--- config.mk ---
export PLATFORM = sky130hd
export DESIGN_NAME = dg0045_key_scanner
export DESIGN_NICKNAME = d
export VERILOG_FILES = /design/src/rtl/dg0045_key_scanner.sv
export SDC_FILE = /design/constraint.sdc
export NUM_CORES = 1
export LEC_CHECK = 0
export ABC_AREA = 1
export ABC_CLOCK_PERIOD_IN_PS = 2500
export CAP_MARGIN = 20
export CORE_ASPECT_RATIO = 2
export CORE_UTILIZATION = 55
export CTS_BUF_LIST = sky130_fd_sc_hd__clkbuf_4 sky130_fd_sc_hd__clkbuf_8
export CTS_CLUSTER_SIZE = 10
export DETAILED_ROUTE_END_ITERATION = 12
export DONT_BUFFER_PORTS = 1
export PLACE_DENSITY = 0.73
export SKIP_CTS_REPAIR_TIMING = 1
export SKIP_LAST_GASP = 1
export SLEW_MARGIN = 25
export SYNTH_ARGS = -nofsm -noshare
export SYNTH_HDL_FRONTEND = slang
export SYNTH_SLANG_ARGS = --single-unit
--- constraint.sdc ---
create_clock -name CLK_main -period 2.5 [get_ports CLK_main]
set_input_delay 0.5 -clock CLK_main [delete_from_list [all_inputs] [get_ports CLK_main]]
set_output_delay 0.5 -clock CLK_main [all_outputs]
set_load 0.03 [all_outputs]
--- src/rtl/dg0045_key_scanner.sv ---
// 4x4 keypad scanner and debouncer feeding the DG0045 core KIN input.
// Optional press limiting for diode-less matrices: define GHOST_BLOCK_EN.
module dg0045_key_scanner #(
  parameter int SCAN_DIV = 64,
  parameter int DEB_CNT  = 4
) (
  input  logic       CLK_main,
  input  logic       RESET,
  input  logic [3:0] nL,
  input  logic [3:0] ROW_RAW,
  output logic [3:0] COL_N,
  output logic [3:0] KIN,
  output logic       KEY_ANY,
  output logic       KEY_EVT
);

  localparam int DW = $clog2(SCAN_DIV);
  localparam int KW = $clog2(DEB_CNT + 1);
  localparam logic [DW-1:0] DPRE  = DW'(SCAN_DIV - 2);
  localparam logic [KW-1:0] KLAST = KW'(DEB_CNT - 1);

  typedef enum logic {
    DRIVE,
    SAMPLE
  } state_t;

  state_t state;
  logic             run;
  logic [DW-1:0]    cnt;
  logic [1:0]       col;
  logic [1:0]       col_inc;
  logic [3:0]       sync1;
  logic [3:0]       rs;
  logic [3:0][3:0]  deb;
  logic [3:0][3:0]  deb_nx;
  logic [3:0][3:0][KW-1:0] kc;
  logic [3:0][3:0][KW-1:0] kc_nx;
  logic [3:0]       due;
  logic [3:0]       kin_nx;
`ifdef GHOST_BLOCK_EN
  logic [4:0]       ones;
`endif

  assign col_inc = col + 2'd1;

  always_comb begin
    deb_nx = deb;
    kc_nx  = kc;
    due    = '0;
`ifdef GHOST_BLOCK_EN
    ones = '0;
    for (int c = 0; c < 4; c++)
      for (int r = 0; r < 4; r++)
        ones = ones + 5'(deb[c][r]);
`endif
    if (state == SAMPLE) begin
      for (int r = 0; r < 4; r++) begin
        if (rs[r] == deb[col][r])
          kc_nx[col][r] = '0;
        else if (kc[col][r] != KLAST)
          kc_nx[col][r] = kc[col][r] + KW'(1);
        else
          due[r] = 1'b1;
      end
`ifdef GHOST_BLOCK_EN
      // releases first so a swap within one column is not refused
      for (int r = 0; r < 4; r++) begin
        if (due[r] && !rs[r]) begin
          deb_nx[col][r] = 1'b0;
          kc_nx[col][r]  = '0;
          ones           = ones - 5'd1;
        end
      end
      for (int r = 0; r < 4; r++) begin
        if (due[r] && rs[r] && ones < 5'd2) begin
          deb_nx[col][r] = 1'b1;
          kc_nx[col][r]  = '0;
          ones           = ones + 5'd1;
        end
      end
`else
      for (int r = 0; r < 4; r++) begin
        if (due[r]) begin
          deb_nx[col][r] = rs[r];
          kc_nx[col][r]  = '0;
        end
      end
`endif
    end
    kin_nx = '0;
    for (int c = 0; c < 4; c++)
      if (!nL[c]) kin_nx = kin_nx | deb_nx[c];
  end

  always_ff @(posedge CLK_main or negedge RESET) begin
    if (!RESET) begin
      state   <= DRIVE;
      run     <= 1'b0;
      cnt     <= '0;
      col     <= '0;
      sync1   <= '0;
      rs      <= '0;
      deb     <= '0;
      kc      <= '0;
      COL_N   <= 4'b1111;
      KIN     <= '0;
      KEY_ANY <= 1'b0;
      KEY_EVT <= 1'b0;
    end else begin
      sync1   <= ROW_RAW;
      rs      <= sync1;
      deb     <= deb_nx;
      kc      <= kc_nx;
      KIN     <= kin_nx;
      KEY_ANY <= |deb_nx;
      KEY_EVT <= (deb_nx != deb);
      if (!run) begin
        run   <= 1'b1;
        COL_N <= 4'b1110;
      end else begin
        unique case (state)
          DRIVE: begin
            cnt <= cnt + DW'(1);
            if (cnt == DPRE) state <= SAMPLE;
          end
          SAMPLE: begin
            cnt   <= '0;
            col   <= col_inc;
            COL_N <= ~(4'b0001 << col_inc);
            state <= DRIVE;
          end
        endcase
      end
    end
  end

endmodule

==> flow_summary.html, run 1 <==
<table>
<tr><th>Metric</th><th>Value</th></tr>
<tr><th colspan="2">Outcome</th></tr>
<tr><td>Result of the run</td><td>finished, violations left</td></tr>
<tr><td>Violations in the final reports</td><td>negative hold slack</td></tr>
<tr><th colspan="2">Critical path</th></tr>
<tr><td>Required time reported for the critical path endpoint</td><td>roughly 2.8 ns</td></tr>
<tr><td>Largest fanout of any net on the critical path</td><td>17</td></tr>
<tr><td>Arrival time at the worst endpoint</td><td>2.62 ns</td></tr>
<tr><td>End of the critical path</td><td>KEY_ANY</td></tr>
<tr><td>Cell count of the worst reg-to-reg path</td><td>12</td></tr>
<tr><td>Path type of the worst setup path</td><td>reg -&gt; reg</td></tr>
<tr><td>CP endpoint kind</td><td>flip-flop</td></tr>
<tr><td>Critical path origin</td><td>col[0]</td></tr>
<tr><td>Type of element launching the critical path</td><td>flip-flop</td></tr>
<tr><td>Endpoint of the worst register-to-register path</td><td>KEY_ANY</td></tr>
<tr><td>Setup slack of the most critical reg-to-reg path</td><td>0.13 ns</td></tr>
<tr><td>Worst reg2reg path startpoint</td><td>col[0]</td></tr>
<tr><th colspan="2">Layout</th></tr>
<tr><td>Area growth from synthesis to layout</td><td>11.5%</td></tr>
<tr><td>Final core area utilization</td><td>between 60% and 70%</td></tr>
<tr><td>Diode insertion count for antenna repair</td><td>0</td></tr>
<tr><td>Share of layout cells above drive strength 1</td><td>13.3%</td></tr>
<tr><td>Count of filler cells inserted in the layout</td><td>850</td></tr>
<tr><td>Fin nets</td><td>761</td></tr>
<tr><td>Finished layout cell area</td><td>6000 sq um</td></tr>
<tr><th colspan="2">STA</th></tr>
<tr><td>Count of endpoints failing hold in the final timing report</td><td>92</td></tr>
<tr><td>Transition time at the pin with the least slew margin</td><td>0.509 ns</td></tr>
<tr><td>Worst Skew</td><td>0.0199 ns</td></tr>
<tr><td>Worst relative slew slack</td><td>65.9%</td></tr>
<tr><td>Highest attainable clock frequency</td><td>422 MHz</td></tr>
<tr><td>RSZ-0062 raised after global routing</td><td>true</td></tr>
<tr><td>Final critical delay including setup and external delays</td><td>2.37 ns</td></tr>
<tr><td>Final Max Slew Viols</td><td>0</td></tr>
<tr><td>Number of endpoints failing setup at the final stage</td><td>0</td></tr>
<tr><td>Period utilization</td><td>about 95%</td></tr>
<tr><td>Final hold slack</td><td>-0.197 ns</td></tr>
<tr><td>Sum Neg Setup Slack</td><td>0 ns</td></tr>
<tr><th colspan="2">Min path</th></tr>
<tr><td>Worst min-delay path class</td><td>in -&gt; async</td></tr>
<tr><th colspan="2">Yosys</th></tr>
<tr><td>Dominant cell by count in the synthesized netlist</td><td>nand2_1</td></tr>
<tr><td>Share of synthesized flip-flops with an asynchronous set or reset</td><td>between 90% and 100%</td></tr>
<tr><td>Count of distinct cell types in the synthesized netlist</td><td>between 40 and 50</td></tr>
<tr><td>Yosys top cell by area</td><td>dfrtp_1</td></tr>
<tr><td>Main synth FF type</td><td>dfrtp_1</td></tr>
<tr><td>Mean area per synthesized cell</td><td>approximately 7.6 sq um</td></tr>
<tr><td>Post-synthesis cell area</td><td>5380 sq um</td></tr>
<tr><td>Leading cell types by count after synthesis</td><td>138 x nand2_1, 96 x inv_1, 88 x dfrtp_1, 71 x o21ai_0, 53 x nand3_1</td></tr>
<tr><td>Synth Net Count</td><td>733</td></tr>
<tr><td>Number of enable flip-flop cells after synthesis</td><td>0</td></tr>
<tr><td>Instance count of the mapped netlist</td><td>706</td></tr>
<tr><td>Number of storage elements in the synthesis netlist</td><td>92</td></tr>
<tr><td>Proportion of netlist area held by the largest area contributor</td><td>between 40% and 50%</td></tr>
<tr><td>Ranking of synthesized cells by area</td><td>dfrtp_1 41%, nand2_1 9.6%, inv_1 6.7%</td></tr>
<tr><td>Syn. warnings</td><td>0</td></tr>
<tr><td>Sequential area share after synthesis</td><td>42.9%</td></tr>
<tr><th colspan="2">GRT</th></tr>
<tr><td>Total routing usage reported by global routing</td><td>between 30% and 40%</td></tr>
<tr><td>Total congestion overflow</td><td>0</td></tr>
<tr><td>Antenna violations before repair</td><td>0</td></tr>
<tr><td>Maximum number of pins on one net before global-route repair</td><td>93</td></tr>
<tr><td>Wire length of the first global-routing pass</td><td>about 26 mm</td></tr>
<tr><td>Via count of the first global-routing pass</td><td>5286</td></tr>
<tr><th colspan="2">Clock network</th></tr>
<tr><td>Later-pin clock latency in the skew report</td><td>~0.37 ns</td></tr>
<tr><td>TritonCTS buffer count</td><td>9</td></tr>
<tr><td>Number of buffers on the longest clock path</td><td>2</td></tr>
<tr><td>CTS tree</td><td>yes</td></tr>
<tr><td># H-tree levels</td><td>3</td></tr>
<tr><td>Number of sinks on the clock net</td><td>92</td></tr>
<tr><td>Register clock-pin slew on the reported worst setup and hold paths</td><td>~0.11 ns</td></tr>
<tr><td>Root buf cell</td><td>clkbuf_8</td></tr>
<tr><th colspan="2">Placement</th></tr>
<tr><td>Number of port buffers</td><td>0</td></tr>
<tr><td>GPL Wtd Cong</td><td>1.00</td></tr>
<tr><td>Placed Area</td><td>5720 sq um</td></tr>
<tr><td>HPWL after DPL</td><td>12.1 mm</td></tr>
<tr><th colspan="2">Die</th></tr>
<tr><td>Number of rows created at floorplan</td><td>50</td></tr>
<tr><td>Die Wd</td><td>~70 microns</td></tr>
<tr><td>Die Span Y</td><td>142 microns</td></tr>
<tr><td>Die area</td><td>10200 sq um</td></tr>
<tr><td>Ports</td><td>20</td></tr>
<tr><td>Initial core utilization</td><td>57.0%</td></tr>
<tr><td>Floorplan core area</td><td>9450 sq um</td></tr>
<tr><th colspan="2">Routing</th></tr>
<tr><td>Post-route ant nets</td><td>0</td></tr>
<tr><td>Remaining routing DRC violations</td><td>0</td></tr>
<tr><td>Via count</td><td>5245</td></tr>
<tr><td>Routed len/inst</td><td>18.8 microns</td></tr>
<tr><td>Final Routed Wirelength</td><td>16.3 mm</td></tr>
<tr><td>Routed vias/inst</td><td>6.04</td></tr>
<tr><td>Iteration-0 DRC count of the detailed router</td><td>483</td></tr>
<tr><td>Number of iterations in the first detailed-routing pass</td><td>5</td></tr>
<tr><th colspan="2">Power</th></tr>
<tr><td>Net Sw Power</td><td>0.805 mW</td></tr>
<tr><td>Combinational share of power</td><td>9.9%</td></tr>
<tr><td>Proportion of power drawn by flip-flops and latches</td><td>between 50 and 60%</td></tr>
<tr><td>Maximum vdd drop</td><td>roughly 420 uV</td></tr>
<tr><td>Leakage dissipation</td><td>2.79 nW</td></tr>
<tr><td>Post-route total power</td><td>2.82 mW</td></tr>
<tr><td>Net Sw Frac</td><td>28.5%</td></tr>
<tr><td>Cell Pwr Density</td><td>471 nW/um^2</td></tr>
<tr><td>Clock share of power</td><td>between 30% and 40%</td></tr>
<tr><td>Internal power contribution</td><td>2.02 mW</td></tr>
<tr><th colspan="2">Flow run</th></tr>
<tr><td>MaxCap Viol Count</td><td>0</td></tr>
</table>
## cells in the final DEF (no fill, tap or decap), types with 4 or more instances in the layout
master	count
a21oi_1	34
buf_4	37
clkbuf_8	9
dfrtp_1	87
dfstp_2	4
ha_1	14
inv_1	96
inv_2	4
nand2_1	138
nand2_2	7
nand3_1	53
nand4_1	17
nor2_1	47
nor2_2	4
nor2_4	4
nor3_1	6
o211ai_1	12
o21ai_0	69
o21ai_1	13
o221ai_1	4
o22ai_1	34
or2_2	4
## worst max-delay path: stages, from the launching register on
cell     delay (ns)
dfrtp_2        0.46
buf_4          0.22
o21ai_0        0.19
o22ai_1        0.12
ha_1           0.21
ha_1           0.23
nand3_4        0.14
nor2_1         0.08
o21ai_0        0.17
buf_4          0.15
nand4_1        0.10
nor2_1         0.12
nand2_1        0.06
## layout make-up
class / instances / area (sq um) / area share, %
multi-input cells: 490 / 2650 / 44.2
flip-flops and latches: 92 / 2310 / 38.5
inverters: 102 / 385 / 6.42
repair buffers: 39 / 313 / 5.21
well taps: 130 / 163 / 2.71
clock buffers: 10 / 131 / 2.19
clock inverters: 6 / 47.5 / 0.792
## how the worst min path moves through the flow
| stage | end | slack (ns) |
|---|---|---|
| after floorplan | KEY_ANY | 0.20 |
| after global placement | kc[28] | 0.21 |
| after detailed placement | kc[28] | 0.21 |
| after CTS | kc[28] | -0.21 |
| after global routing | kc[28] | -0.22 |
| final | kc[28] | -0.20 |
## power groups by stage
stage               logic (mW)  registers (mW)  clock network [mW]
floorplan                0.188            1.61                   0
global placement         0.262            1.62                   0
detailed placement       0.270            1.62                   0
CTS                      0.272            1.59               0.963
global route             0.306            1.60                1.02
finish                   0.280            1.59               0.949
## layer usage
| metal | up-vias | global-route usage [%] | wire, microns |
|---|---|---|---|
| met2 | 214 | 61.7 | 8800 |
| met3 | 91 | 4.76 | 748 |
| met4 | 0 | 22.5 | 1220 |
| met1 | 2500 | 35.4 | 5570 |
| li1 | 2440 | - | - |
| met5 | - | 0 | 0 |
## logic make-up (layout without fill, tap and decap cells)
logic type               Yosys count  count (layout)  synth area share [%]
AO/OA/AOI/OAI                    177             177                  18.7
XOR/XNOR                           1               1                 0.163
adder cells (fa/ha/maj)           17              17                  3.95
AND/OR/NAND/NOR                  293             294                  25.1
other                              1               1                0.0697
flip-flops                        92              92                  42.9
buffers and inverters            125             157                  9.18
## stage by stage
step                setup WS (ns)  std cells
floorplan                  0.0407        706
global placement          -0.0390        850
detailed placement        -0.0455        850
CTS                       -0.0939        866
global route             -0.00763        869
finish                      0.133        869
No activity file was read; power rests on OpenSTA's default activity.
==> inputs of run 2 (changes only) <==
--- a/config.mk
+++ b/config.mk
@@ -8,7 +8,7 @@
 export ABC_AREA = 1
 export ABC_CLOCK_PERIOD_IN_PS = 2500
 export CAP_MARGIN = 20
-export CORE_ASPECT_RATIO = 2
+export CORE_ASPECT_RATIO = 1.75
 export CORE_UTILIZATION = 55
 export CTS_BUF_LIST = sky130_fd_sc_hd__clkbuf_4 sky130_fd_sc_hd__clkbuf_8
 export CTS_CLUSTER_SIZE = 10
==> flow_summary.html, run 2 (same netlist as run 1, synthesis figures left out) <==
<table>
<tr><th>Metric</th><th>Value</th></tr>
<tr><th colspan="2">Outcome</th></tr>
<tr><td>Result of the run</td><td>finished, violations left</td></tr>
<tr><td>Violations in the final reports</td><td>negative hold slack</td></tr>
<tr><th colspan="2">Routing</th></tr>
<tr><td>Routed vias/inst</td><td>6.02</td></tr>
<tr><td>Via count</td><td>5130</td></tr>
<tr><td>Iteration-0 DRC count of the detailed router</td><td>roughly 320</td></tr>
<tr><td>Post-route ant nets</td><td>0</td></tr>
<tr><td>Remaining routing DRC violations</td><td>0</td></tr>
<tr><td>Routed len/inst</td><td>17.1 microns</td></tr>
<tr><td>Number of iterations in the first detailed-routing pass</td><td>5</td></tr>
<tr><td>Final Routed Wirelength</td><td>14.5 mm</td></tr>
<tr><th colspan="2">Critical path</th></tr>
<tr><td>Path type of the worst setup path</td><td>reg -&gt; reg</td></tr>
<tr><td>Arrival time at the worst endpoint</td><td>2.66 ns</td></tr>
<tr><td>Cell count of the worst reg-to-reg path</td><td>13</td></tr>
<tr><td>CP endpoint kind</td><td>flip-flop</td></tr>
<tr><td>Type of element launching the critical path</td><td>flip-flop</td></tr>
<tr><td>Largest fanout of any net on the critical path</td><td>11</td></tr>
<tr><td>Required time reported for the critical path endpoint</td><td>2.75 ns</td></tr>
<tr><th colspan="2">Clock network</th></tr>
<tr><td>Register clock-pin slew on the reported worst setup and hold paths</td><td>0.09 ns</td></tr>
<tr><td>TritonCTS buffer count</td><td>9</td></tr>
<tr><td># H-tree levels</td><td>3</td></tr>
<tr><td>Later-pin clock latency in the skew report</td><td>0.37 ns</td></tr>
<tr><td>Number of buffers on the longest clock path</td><td>2</td></tr>
<tr><td>Root buf cell</td><td>clkbuf_8</td></tr>
<tr><td>CTS tree</td><td>yes</td></tr>
<tr><td>Number of sinks on the clock net</td><td>approximately 90</td></tr>
<tr><th colspan="2">Die</th></tr>
<tr><td>Number of rows created at floorplan</td><td>47</td></tr>
<tr><td>Initial core utilization</td><td>a little under three fifths</td></tr>
<tr><td>Die Span Y</td><td>133 microns</td></tr>
<tr><td>Die area</td><td>10200 sq um</td></tr>
<tr><td>Die Wd</td><td>76.8 microns</td></tr>
<tr><td>Floorplan core area</td><td>9470 sq um</td></tr>
<tr><td>Ports</td><td>20</td></tr>
<tr><th colspan="2">Power</th></tr>
<tr><td>Post-route total power</td><td>2.83 mW</td></tr>
<tr><td>Clock share of power</td><td>34.2%</td></tr>
<tr><td>Cell Pwr Density</td><td>477 nW/um^2</td></tr>
<tr><td>Net Sw Power</td><td>0.764 mW</td></tr>
<tr><td>Internal power contribution</td><td>2.07 mW</td></tr>
<tr><td>Combinational share of power</td><td>9.6%</td></tr>
<tr><td>Net Sw Frac</td><td>a little over a quarter</td></tr>
<tr><td>Proportion of power drawn by flip-flops and latches</td><td>56.2%</td></tr>
<tr><td>Maximum vdd drop</td><td>~510 uV</td></tr>
<tr><td>Leakage dissipation</td><td>2.75 nW</td></tr>
<tr><th colspan="2">Layout</th></tr>
<tr><td>Area taken by flip-flops and latches</td><td>2310 sq um</td></tr>
<tr><td>Count of filler cells inserted in the layout</td><td>between 800 and 900</td></tr>
<tr><td>Total area of multi-input combinational cells</td><td>2650 sq um</td></tr>
<tr><td>Most frequent cells in the layout</td><td>138 x nand2_1, 95 x inv_1, 87 x dfrtp_1, 67 x o21ai_0, 53 x nand3_1</td></tr>
<tr><td>Area growth from synthesis to layout</td><td>10.4%</td></tr>
<tr><td>Leading cell type in the layout, fill and taps excluded</td><td>nand2_1</td></tr>
<tr><td>Fin nets</td><td>752</td></tr>
<tr><td>Diode insertion count for antenna repair</td><td>0</td></tr>
<tr><td>Share of layout cells above drive strength 1</td><td>13.7%</td></tr>
<tr><th colspan="2">STA</th></tr>
<tr><td>Count of endpoints failing hold in the final timing report</td><td>just over 90</td></tr>
<tr><td>Final hold slack</td><td>-0.181 ns</td></tr>
<tr><td>RSZ-0062 raised after global routing</td><td>true</td></tr>
<tr><td>Final critical delay including setup and external delays</td><td>2.41 ns</td></tr>
<tr><td>Highest attainable clock frequency</td><td>415 MHz</td></tr>
<tr><td>Number of endpoints failing setup at the final stage</td><td>0</td></tr>
<tr><td>Worst Skew</td><td>0.0126 ns</td></tr>
<tr><td>Period utilization</td><td>96.4%</td></tr>
<tr><td>Final Max Slew Viols</td><td>0</td></tr>
<tr><th colspan="2">GRT</th></tr>
<tr><td>Maximum number of pins on one net before global-route repair</td><td>93</td></tr>
<tr><td>Total congestion overflow</td><td>0</td></tr>
<tr><td>Antenna violations before repair</td><td>0</td></tr>
<tr><td>Total routing usage reported by global routing</td><td>between 30% and 40%</td></tr>
<tr><td>Wire length of the first global-routing pass</td><td>24.1 mm</td></tr>
<tr><td>Via count of the first global-routing pass</td><td>5142</td></tr>
<tr><th colspan="2">Placement</th></tr>
<tr><td>Number of port buffers</td><td>0</td></tr>
<tr><td>GPL Wtd Cong</td><td>0.934</td></tr>
<tr><td>HPWL after DPL</td><td>between 10 and 15 mm</td></tr>
<tr><th colspan="2">Min path</th></tr>
<tr><td>Worst min-delay path class</td><td>in -&gt; async</td></tr>
<tr><th colspan="2">Flow run</th></tr>
<tr><td>MaxCap Viol Count</td><td>0</td></tr>
</table>
==> run 2: changes by cell type in the layout (fill, tap and decap cells not counted), moves of 2 or more <==
cell      previous run  this run
buf_4               37        29
ha_4                 2         0
clkbuf_8             9        11
nor2_2               4        13
ha_2                 1         4
o21ai_1             13        16
o21ai_0             69        67
nor2_1              47        37
==> run 2: power by group through the flow <==
stage                     Clock (mW)  Sequential, mW  Combinational [mW]
after detailed placement           0            1.62               0.262
after CTS                      0.990            1.59               0.263
after global placement             0            1.62               0.254
after global routing            1.04            1.60               0.303
final                          0.968            1.59               0.273
after floorplan                    0            1.61               0.188
==> run 2: routing by layer <==
metal,vias up,track usage [%],routed length (microns)
met4,0,20.3,847
li1,2416,-,-
met2,203,53.1,7580
met1,2443,33.1,5470
met3,68,4.41,634
met5,-,0,0
==> run 2: path summary, 6_finish.rpt <==
| check | startpoint | endpoint | slack (ns) |
|---|---|---|---|
| worst max-delay path | col[0] | KEY_ANY | 0.09 |
| max in group asynchronous | RESET | COL_N[0] | 2.49 |
| worst max register to register | col[0] | KEY_ANY | 0.09 |
| min in group CLK_main | ROW_RAW[3] | sync1[3] | 0.15 |
| worst min register to register | sync1[0] | rs[0] | 0.35 |
| worst min-delay path | RESET | async pin | -0.18 |
==> run 2: worst max-delay path: stages, from the launching register on <==
cell and delay [ns]:
dfrtp_2 0.47, buf_4 0.20, nor2_1 0.11, a21oi_1 0.05, o21ai_1 0.17, ha_1 0.18
ha_2 0.25, nand3_4 0.16, nor2_1 0.21, nand2_1 0.08, nand2_1 0.13, nand4_1 0.12
nor2_1 0.13, nand2_1 0.06
==> run 2: stage by stage <==
stage	TNS (ns)	instances	setup WS (ns)	instance area [sq um]	utilization, %
CTS	-0.102	851	-0.0335	5850	61.8
global placement	0	835	0.0854	5660	59.8
finish	0	852	0.0907	5940	62.7
detailed placement	-0.00455	835	-0.00455	5660	59.8
floorplan	0	706	0.0407	5390	-
global route	-0.111	852	-0.0966	5940	62.7
==> run 2: final cells by class <==
type / instances / area share, %
well taps: 122 / 2.57
repair buffers: 31 / 4.19
clock buffers: 12 / 2.68
multi-input cells: 489 / 44.6
inverters: 102 / 6.53
clock inverters: 4 / 0.548
flip-flops and latches: 92 / 38.9
==> inputs of run 3 (changes only) <==
--- a/config.mk
+++ b/config.mk
@@ -15,6 +15,7 @@
 export DETAILED_ROUTE_END_ITERATION = 12
 export DONT_BUFFER_PORTS = 1
 export PLACE_DENSITY = 0.73
+export REMOVE_ABC_BUFFERS = 1
 export SKIP_CTS_REPAIR_TIMING = 1
 export SKIP_LAST_GASP = 1
 export SLEW_MARGIN = 25
==> flow_summary.html, run 3 (same netlist as run 1, synthesis figures left out) <==
<table>
<tr><th>Metric</th><th>Value</th></tr>
<tr><th colspan="2">Layout</th></tr>
<tr><td>Number of cells in the finished layout apart from fillers</td><td>861</td></tr>
<tr><td>Diode insertion count for antenna repair</td><td>0</td></tr>
<tr><td>Leading cell type in the layout, fill and taps excluded</td><td>nand2_1</td></tr>
<tr><td>Share of layout cells above drive strength 1</td><td>16.2%</td></tr>
<tr><td>Fin nets</td><td>761</td></tr>
<tr><td>Most frequent cells in the layout</td><td>137 x nand2_1, 94 x inv_1, 86 x dfrtp_1, 66 x o21ai_0, 53 x nand3_1</td></tr>
<tr><td>Area growth from synthesis to layout</td><td>13.3%</td></tr>
<tr><td>Count of filler cells inserted in the layout</td><td>roughly 840</td></tr>
<tr><th colspan="2">Placement</th></tr>
<tr><td>Worst setup slack before clock tree synthesis</td><td>-0.0504 ns</td></tr>
<tr><td>GPL Wtd Cong</td><td>0.944</td></tr>
<tr><td>Post-Place Cells</td><td>836</td></tr>
<tr><td>HPWL after DPL</td><td>11.1 mm</td></tr>
<tr><td>Number of port buffers</td><td>0</td></tr>
<tr><th colspan="2">Die</th></tr>
<tr><td>Initial core utilization</td><td>between 50 and 60%</td></tr>
<tr><td>Floorplan core area</td><td>9470 sq um</td></tr>
<tr><td>Die area</td><td>10200 sq um</td></tr>
<tr><td>Ports</td><td>20</td></tr>
<tr><td>Die Span Y</td><td>133 microns</td></tr>
<tr><td>Number of rows created at floorplan</td><td>47</td></tr>
<tr><td>Die Wd</td><td>76.8 microns</td></tr>
<tr><th colspan="2">Critical path</th></tr>
<tr><td>Required time reported for the critical path endpoint</td><td>2.77 ns</td></tr>
<tr><td>Largest fanout of any net on the critical path</td><td>11</td></tr>
<tr><td>Critical path origin</td><td>col[1]</td></tr>
<tr><td>Worst reg2reg path startpoint</td><td>col[1]</td></tr>
<tr><td>Type of element launching the critical path</td><td>flip-flop</td></tr>
<tr><td>Path type of the worst setup path</td><td>reg -&gt; reg</td></tr>
<tr><td>CP endpoint kind</td><td>flip-flop</td></tr>
<tr><td>Arrival time at the worst endpoint</td><td>2.66 ns</td></tr>
<tr><th colspan="2">GRT</th></tr>
<tr><td>Total congestion overflow</td><td>0</td></tr>
<tr><td>Via count of the first global-routing pass</td><td>5138</td></tr>
<tr><td>Maximum number of pins on one net before global-route repair</td><td>between 90 and 100</td></tr>
<tr><td>Antenna violations before repair</td><td>0</td></tr>
<tr><td>Total routing usage reported by global routing</td><td>roughly 31%</td></tr>
<tr><td>Wire length of the first global-routing pass</td><td>24.7 mm</td></tr>
<tr><th colspan="2">Power</th></tr>
<tr><td>Leakage dissipation</td><td>2.80 nW</td></tr>
<tr><td>Proportion of power drawn by flip-flops and latches</td><td>a little over half</td></tr>
<tr><td>Clock share of power</td><td>36.3%</td></tr>
<tr><td>Internal power contribution</td><td>2.15 mW</td></tr>
<tr><td>Net Sw Power</td><td>0.786 mW</td></tr>
<tr><td>Cell Pwr Density</td><td>482 nW/um^2</td></tr>
<tr><td>Net Sw Frac</td><td>26.7%</td></tr>
<tr><td>Maximum vdd drop</td><td>558 uV</td></tr>
<tr><td>Combinational share of power</td><td>9.5%</td></tr>
<tr><td>Post-route total power</td><td>2.94 mW</td></tr>
<tr><th colspan="2">Routing</th></tr>
<tr><td>Remaining routing DRC violations</td><td>0</td></tr>
<tr><td>Routed vias/inst</td><td>6.09</td></tr>
<tr><td>Final Routed Wirelength</td><td>15.4 mm</td></tr>
<tr><td>Post-route ant nets</td><td>0</td></tr>
<tr><td>Routed len/inst</td><td>17.8 microns</td></tr>
<tr><td>Number of iterations in the first detailed-routing pass</td><td>5</td></tr>
<tr><td>Via count</td><td>roughly 5.2k</td></tr>
<tr><td>Iteration-0 DRC count of the detailed router</td><td>468</td></tr>
<tr><th colspan="2">STA</th></tr>
<tr><td>RSZ-0062 raised after global routing</td><td>true</td></tr>
<tr><td>Highest attainable clock frequency</td><td>420 MHz</td></tr>
<tr><td>Least setup slack across all paths after layout</td><td>0.119 ns</td></tr>
<tr><td>Final Max Slew Viols</td><td>0</td></tr>
<tr><td>Final hold slack</td><td>-0.195 ns</td></tr>
<tr><td>Number of endpoints failing setup at the final stage</td><td>0</td></tr>
<tr><td>Period utilization</td><td>95.3%</td></tr>
<tr><td>Worst Skew</td><td>between 0.01 and 0.015 ns</td></tr>
<tr><td>Count of endpoints failing hold in the final timing report</td><td>92</td></tr>
<tr><td>Final critical delay including setup and external delays</td><td>2.38 ns</td></tr>
<tr><th colspan="2">Clock network</th></tr>
<tr><td>Register clock-pin slew on the reported worst setup and hold paths</td><td>around 0.090 ns</td></tr>
<tr><td>Number of buffers on the longest clock path</td><td>2</td></tr>
<tr><td>CTS tree</td><td>yes</td></tr>
<tr><td>Root buf cell</td><td>clkbuf_8</td></tr>
<tr><td>Number of sinks on the clock net</td><td>slightly above 90</td></tr>
<tr><td>Later-pin clock latency in the skew report</td><td>0.38 ns</td></tr>
<tr><td>TritonCTS buffer count</td><td>9</td></tr>
<tr><td># H-tree levels</td><td>3</td></tr>
<tr><th colspan="2">Min path</th></tr>
<tr><td>Worst min-delay path class</td><td>in -&gt; async</td></tr>
<tr><th colspan="2">Flow run</th></tr>
<tr><td>MaxCap Viol Count</td><td>0</td></tr>
<tr><th colspan="2">Outcome</th></tr>
<tr><td>Violations in the final reports</td><td>negative hold slack</td></tr>
<tr><td>Result of the run</td><td>finished, violations left</td></tr>
</table>
[run 3: layout make-up]
type                       instances  area, sq um  area share [%]
timing repair buffer              39          317            5.19
tap                              122          153            2.50
clock buffer                      11          151            2.48
multi-input combinational        489         2710            44.5
inverter                         102          389            6.38
sequential                        92         2310            37.9
clock inverter                     5         60.1           0.985
timing repair inverter             1         7.51           0.123
[run 3: power groups by stage]
stage	logic [mW]	registers [mW]	clock network (mW)
2_1_floorplan	0.170	1.62	0
3_3_place_gp	0.259	1.62	0
3_5_place_dp	0.270	1.62	0
4_1_cts	0.272	1.59	1.08
5_1_grt	0.311	1.60	1.13
6_report	0.280	1.59	1.07
[run 3: worst paths after layout]
check	endpoint	depth (start not counted)	slack (ns)
worst max-delay path	KEY_EVT	14	0.12
worst min-delay path	async pin	0	-0.20
worst max register to register	KEY_EVT	14	0.12
worst min register to register	rs[1]	0	0.35
max in group asynchronous	COL_N[3]	0	2.50
min in group CLK_main	sync1[2]	0	0.14
[run 3: worst max-delay path: stages, from the launching register on]
cell and delay (ns):
dfrtp_2 0.45, clkinvlp_4 0.20, buf_4 0.18, buf_4 0.12, buf_4 0.16, ha_1 0.25
nand2_4 0.14, inv_1 0.07, buf_4 0.20, nand4_1 0.10, nand2_1 0.07, nor2_1 0.13
nand2_1 0.06, nor2_1 0.08, nand2_1 0.06
[run 3: routing by layer]
layer  GRT usage (%)  vias up  part of all wire [%]
li1                -     2429                     -
met1            34.1     2486                    37
met2            54.8      250                    52
met3            4.83       77                   5.2
met4            22.1        0                   6.3
met5               0        -                     0
[run 3: through the flow]
step,util [%],instance area (sq um),TNS (ns)
3_3_place_gp,59.9,5670,-0.00886
2_1_floorplan,-,5270,-13.93
3_5_place_dp,59.9,5670,-0.125
6_report,64.4,6100,0
4_1_cts,62.1,5880,-0.327
5_1_grt,64.4,6100,-0.138
==> edit 1 (config.mk and constraints of run 3) <==
The option `GHOST_BLOCK_EN` is turned on by a define.
--- a/src/rtl/dg0045_key_scanner.sv
+++ b/src/rtl/dg0045_key_scanner.sv
@@ -2,2 +2,4 @@
 // Optional press limiting for diode-less matrices: define GHOST_BLOCK_EN.
+`define GHOST_BLOCK_EN
+
 module dg0045_key_scanner #(
Behaviour: same outputs for any inputs over 4 cycles, from zero or initial values and one cycle with RESET low; that may be too few to reach the edited logic, so the function may still have changed.
==> edit 1 against run 3 <==
Power grew 110%. Global-route usage up 5.0 points. Sequential cell count unchanged. Final area grew 58%. Count of clock-buffer cells in the layout up 2. Setup slack got worse by 5.0 ns. The flow finishes with violations (negative hold slack, negative setup slack). Critical path type unchanged. Wire length rose by 66%. Area after synthesis rose by 33%. Sequential power increased by 13%.
==> edit 1: results (changes against run 3) <==
\begin{tabular}{lr}
\hline
Metric & Value \\
\hline
\multicolumn{2}{l}{\textbf{STA}} \\
\quad Endpoints failing setup & 70 (+70) \\
\quad Hold Violations, Final & 88 (-4.3\%) \\
\quad Clock tree skew after final layout & 0.01428 ns (+0.003356 ns) \\
\quad Post-route setup slack & -4.876 ns (-4.995 ns) \\
\quad Worst hold slack after final layout & -0.2041 ns (-0.009072 ns) \\
\multicolumn{2}{l}{\textbf{Worst setup path}} \\
\quad Maximum fanout count along the critical path & 4 (-7) \\
\quad Worst EP arrival & 7.69 ns (+5.03 ns) \\
\quad Launch instance of the worst register-to-register path & deb[15] \\
\quad Slowest cell on the critical path & sky130\_fd\_sc\_hd\_\_fa\_1 \\
\quad Launch point of the worst path & deb[15] \\
\quad Worst r2r path cells & 41 (+27) \\
\multicolumn{2}{l}{\textbf{Yosys}} \\
\quad Number of distinct standard cells referenced by the synthesized netlist & 55 (+34\%) \\
\quad Area contributors post-synth & sky130\_fd\_sc\_hd\_\_dfrtp\_1, sky130\_fd\_sc\_hd\_\_nand2\_1, sky130\_fd\_sc\_hd\_\_inv\_1 \\
\quad Synth cell count leaders & sky130\_fd\_sc\_hd\_\_nand2\_1, sky130\_fd\_sc\_hd\_\_inv\_1, sky130\_fd\_sc\_hd\_\_dfrtp\_1 \\
\quad Sequential area share after synthesis & 32.13\% (-11 points) \\
\multicolumn{2}{l}{\textbf{Power and ir drop}} \\
\quad Maximum VDD drop & 0.4358 mV (-22\%) \\
\quad Leak & 4.709 nW (+68\%) \\
\multicolumn{2}{l}{\textbf{Route}} \\
\quad Number of vias per cell & 5.983 (-1.7\%) \\
\quad Total wirelength of the detailed-routed design & 25.51 mm (+66\%) \\
\quad First-pass DRT Iterations & 7 (+2) \\
\quad DRC marker count from the first detailed-route iteration & 801 (+71\%) \\
\multicolumn{2}{l}{\textbf{Layout}} \\
\quad Fraction of final layout cells sized beyond drive strength 1 & 31.33\% (+15 points) \\
\quad Net total in the final layout & 1256 (+65\%) \\
\multicolumn{2}{l}{\textbf{Global route}} \\
\quad Total routing usage reported by global routing & 36.29\% (+5.0 points) \\
\quad Vias in the first global route & 7915 (+54\%) \\
\multicolumn{2}{l}{\textbf{Placement}} \\
\quad Routability-driven placement congestion ratio & 0.9846 (+4.3\%) \\
\quad Dpl hpwl & 17.77 mm (+60\%) \\
\multicolumn{2}{l}{\textbf{Run status}} \\
\quad Violated checks & negative hold slack, negative setup slack \\
\quad Status & finished with violations \\
\hline
\end{tabular}
[edit 1: final cells by class]
type	count	area share, %
multi-input combinational	701	45.89
sequential	92	23.91
timing repair buffer	227	18.86
inverter	177	6.960
tap	168	2.177
clock buffer	13	1.724
clock inverter	3	0.4795
[edit 1: cells by family (layout without fill, tap and decap cells)]
family                     count (synthesis)  after routing  synth area share [%]
AOI/OAI and AO/OA                        228            228                 19.95
adders and majority gates                 38             38                 7.667
muxes                                      2              2                0.3136
and+or+nand+nor                          430            430                 28.19
other                                      1              1               0.05222
buffers and inverters                    211            420                 11.45
DFF                                       92             92                 32.13
xor gates and xnor gates                   2              2                0.2440
[edit 1: routing by layer]
layer  vias up  GRT usage [%]  routed length (um)
li1       3765              -                   -
met1      3903          40.91                8909
met2       446          61.61               12600
met3       148          4.644                1905
met4         0          25.19                2095
met5         -              0                   0
[edit 1: critical path, delay by kind of cell (launching register included)]
family                   cells  cell delay (ns)
flip-flops                   1             0.37
buffers and inverters        8             0.74
AND/OR/NAND/NOR             20             1.98
AO/OA/AOI/OAI                1             0.14
XOR/XNOR                     1             0.20
adder cells (fa/ha/maj)     11             3.91
[edit 1: through the flow]
step / cells / power (mW) / utilization [%] / setup WS, ns / hold slack, ns
global route: 1381 / 6.469 / 76.82 / -5.151 / -0.2164
CTS: 1367 / 5.703 / 72.28 / -4.829 / -0.2062
detailed placement: 1351 / 4.596 / 70.59 / -4.813 / 0.2062
floorplan: 970 / 3.320 / - / -4.809 / 0.2044
global placement: 1351 / 4.549 / 70.59 / -4.594 / 0.2062
finish: 1381 / 6.137 / 76.82 / -4.876 / -0.2041
[edit 1: where the power goes]
group	switching (mW)	internal, mW
clock network	0.572	0.542
logic	1.88	1.35
registers	0.141	1.65
total	2.59	3.54
==> edit 2 (config.mk and constraints of run 3) <==
Made on the original files. Reset style: synchronous (`RESET`), changed in one clocked block.
--- a/src/rtl/dg0045_key_scanner.sv
+++ b/src/rtl/dg0045_key_scanner.sv
@@ -94,3 +94,3 @@
 
-  always_ff @(posedge CLK_main or negedge RESET) begin
+  always_ff @(posedge CLK_main) begin
     if (!RESET) begin
Function: differs if RESET is asserted again (counterexample within 4 cycles, from zero or initial values and one cycle with RESET low); with RESET held inactive, the same outputs for 10 cycles.
==> edit 2 against run 3 <==
Sequential cell count did not move. Area after synthesis shrank 3.8%. Setup slack better by 0.030 ns. Synthesized cell count is 7.8% higher. Wire length grew 10%. Final area fell by 4.1%. Cell count increased by 5.8%. Count of clock-buffer cells in the layout shrank 1.
Power is not compared: it rests on default switching activity, and its combinational part moved more than twofold at a synthesized area within 25%.
==> edit 2: results (changes against run 3) <==
\begin{tabular}{lr}
\hline
Metric & Value \\
\hline
\multicolumn{2}{l}{\textbf{Worst setup path}} \\
\quad Maximum single-stage delay on the critical path & 0.41 ns (-0.04 ns) \\
\quad Maximum fanout count along the critical path & 16 (+5) \\
\quad Worst EP arrival & 2.60 ns (-0.06 ns) \\
\quad Kind of cell adding the most delay to the critical path & compound AO/OA/AOI/OAI gates \\
\multicolumn{2}{l}{\textbf{Placement}} \\
\quad Worst setup slack before clock tree synthesis & -0.06073 ns (-0.01036 ns) \\
\quad Routability-driven placement congestion ratio & 0.9881 (+4.7\%) \\
\quad Dpl hpwl & 12.18 mm (+9.8\%) \\
\quad Cell Count Post-Placement & 896 (+7.2\%) \\
\multicolumn{2}{l}{\textbf{Yosys}} \\
\quad Number of distinct standard cells referenced by the synthesized netlist & 43 (+4.9\%) \\
\quad Sequential area share after synthesis & 35.57\% (-7.3 points) \\
\quad Area contributors post-synth & sky130\_fd\_sc\_hd\_\_dfxtp\_1, sky130\_fd\_sc\_hd\_\_nand2\_1, sky130\_fd\_sc\_hd\_\_nor2\_1 \\
\quad Synth cell count leaders & sky130\_fd\_sc\_hd\_\_nand2\_1, sky130\_fd\_sc\_hd\_\_nor2\_1, sky130\_fd\_sc\_hd\_\_dfxtp\_1 \\
\quad Synth Area per Inst & 6.804 sq um (-11\%) \\
\multicolumn{2}{l}{\textbf{Global route}} \\
\quad Pin count of the biggest net entering global routing & 49 (-47\%) \\
\quad Met2 Use GR & 59.35\% (+4.6 points) \\
\multicolumn{2}{l}{\textbf{Layout}} \\
\quad Number of diodes & 1 (+1) \\
\quad Fraction of standard cell area in multi-input logic & 50.28\% (+5.8 points) \\
\quad Number of signal-net inverters in the final layout & 82 (-20\%) \\
\quad Buffer count excluding the clock tree in the final layout & 50 (+28\%) \\
\quad Area of the multi-input gates & 2940 sq um (+8.4\%) \\
\quad NonClk Buf Share & 6.911\% (+1.7 points) \\
\multicolumn{2}{l}{\textbf{STA}} \\
\quad Clock tree skew after final layout & 0.01401 ns (+0.003079 ns) \\
\multicolumn{2}{l}{\textbf{Run status}} \\
\quad Status & finished clean \\
\multicolumn{2}{l}{\textbf{Route}} \\
\quad First-pass DRT Iterations & 6 (+1) \\
\quad Total wirelength of the detailed-routed design & 16.91 mm (+10\%) \\
\hline
\end{tabular}
==> edit 2: cell count changes after synthesis, sizes merged, moves of 5 or more <==
cell / run 3 / this run
a21oi: 34 / 69
a31oi: 0 / 14
buf: 9 / 19
dfrtp: 88 / 0
dfxtp: 0 / 92
inv: 101 / 78
nand2: 147 / 152
nand3: 58 / 43
nand4: 17 / 29
nor2: 55 / 101
nor3: 6 / 13
o211ai: 12 / 4
o21ai: 84 / 74
o22ai: 34 / 9
==> edit 2: logic make-up after synthesis <==
logic type      after synthesis  synth area share (%)
simple gates                345                 29.94
compound gates              189                 20.83
buf+inv                     117                 9.376
flops                        92                 35.57
fa+ha+maj                    17                 4.108
xor+xnor                      1                0.1692
==> edit 2: path summary, 6_finish.rpt <==
kind,start,to,slack [ns],cells after the start
setup reg to reg,col[1],KIN[2],0.15,13
hold / removal,RESET,run,0.15,0
hold reg to reg,sync1[1],rs[1],0.42,2
setup / recovery,col[1],KIN[2],0.15,13
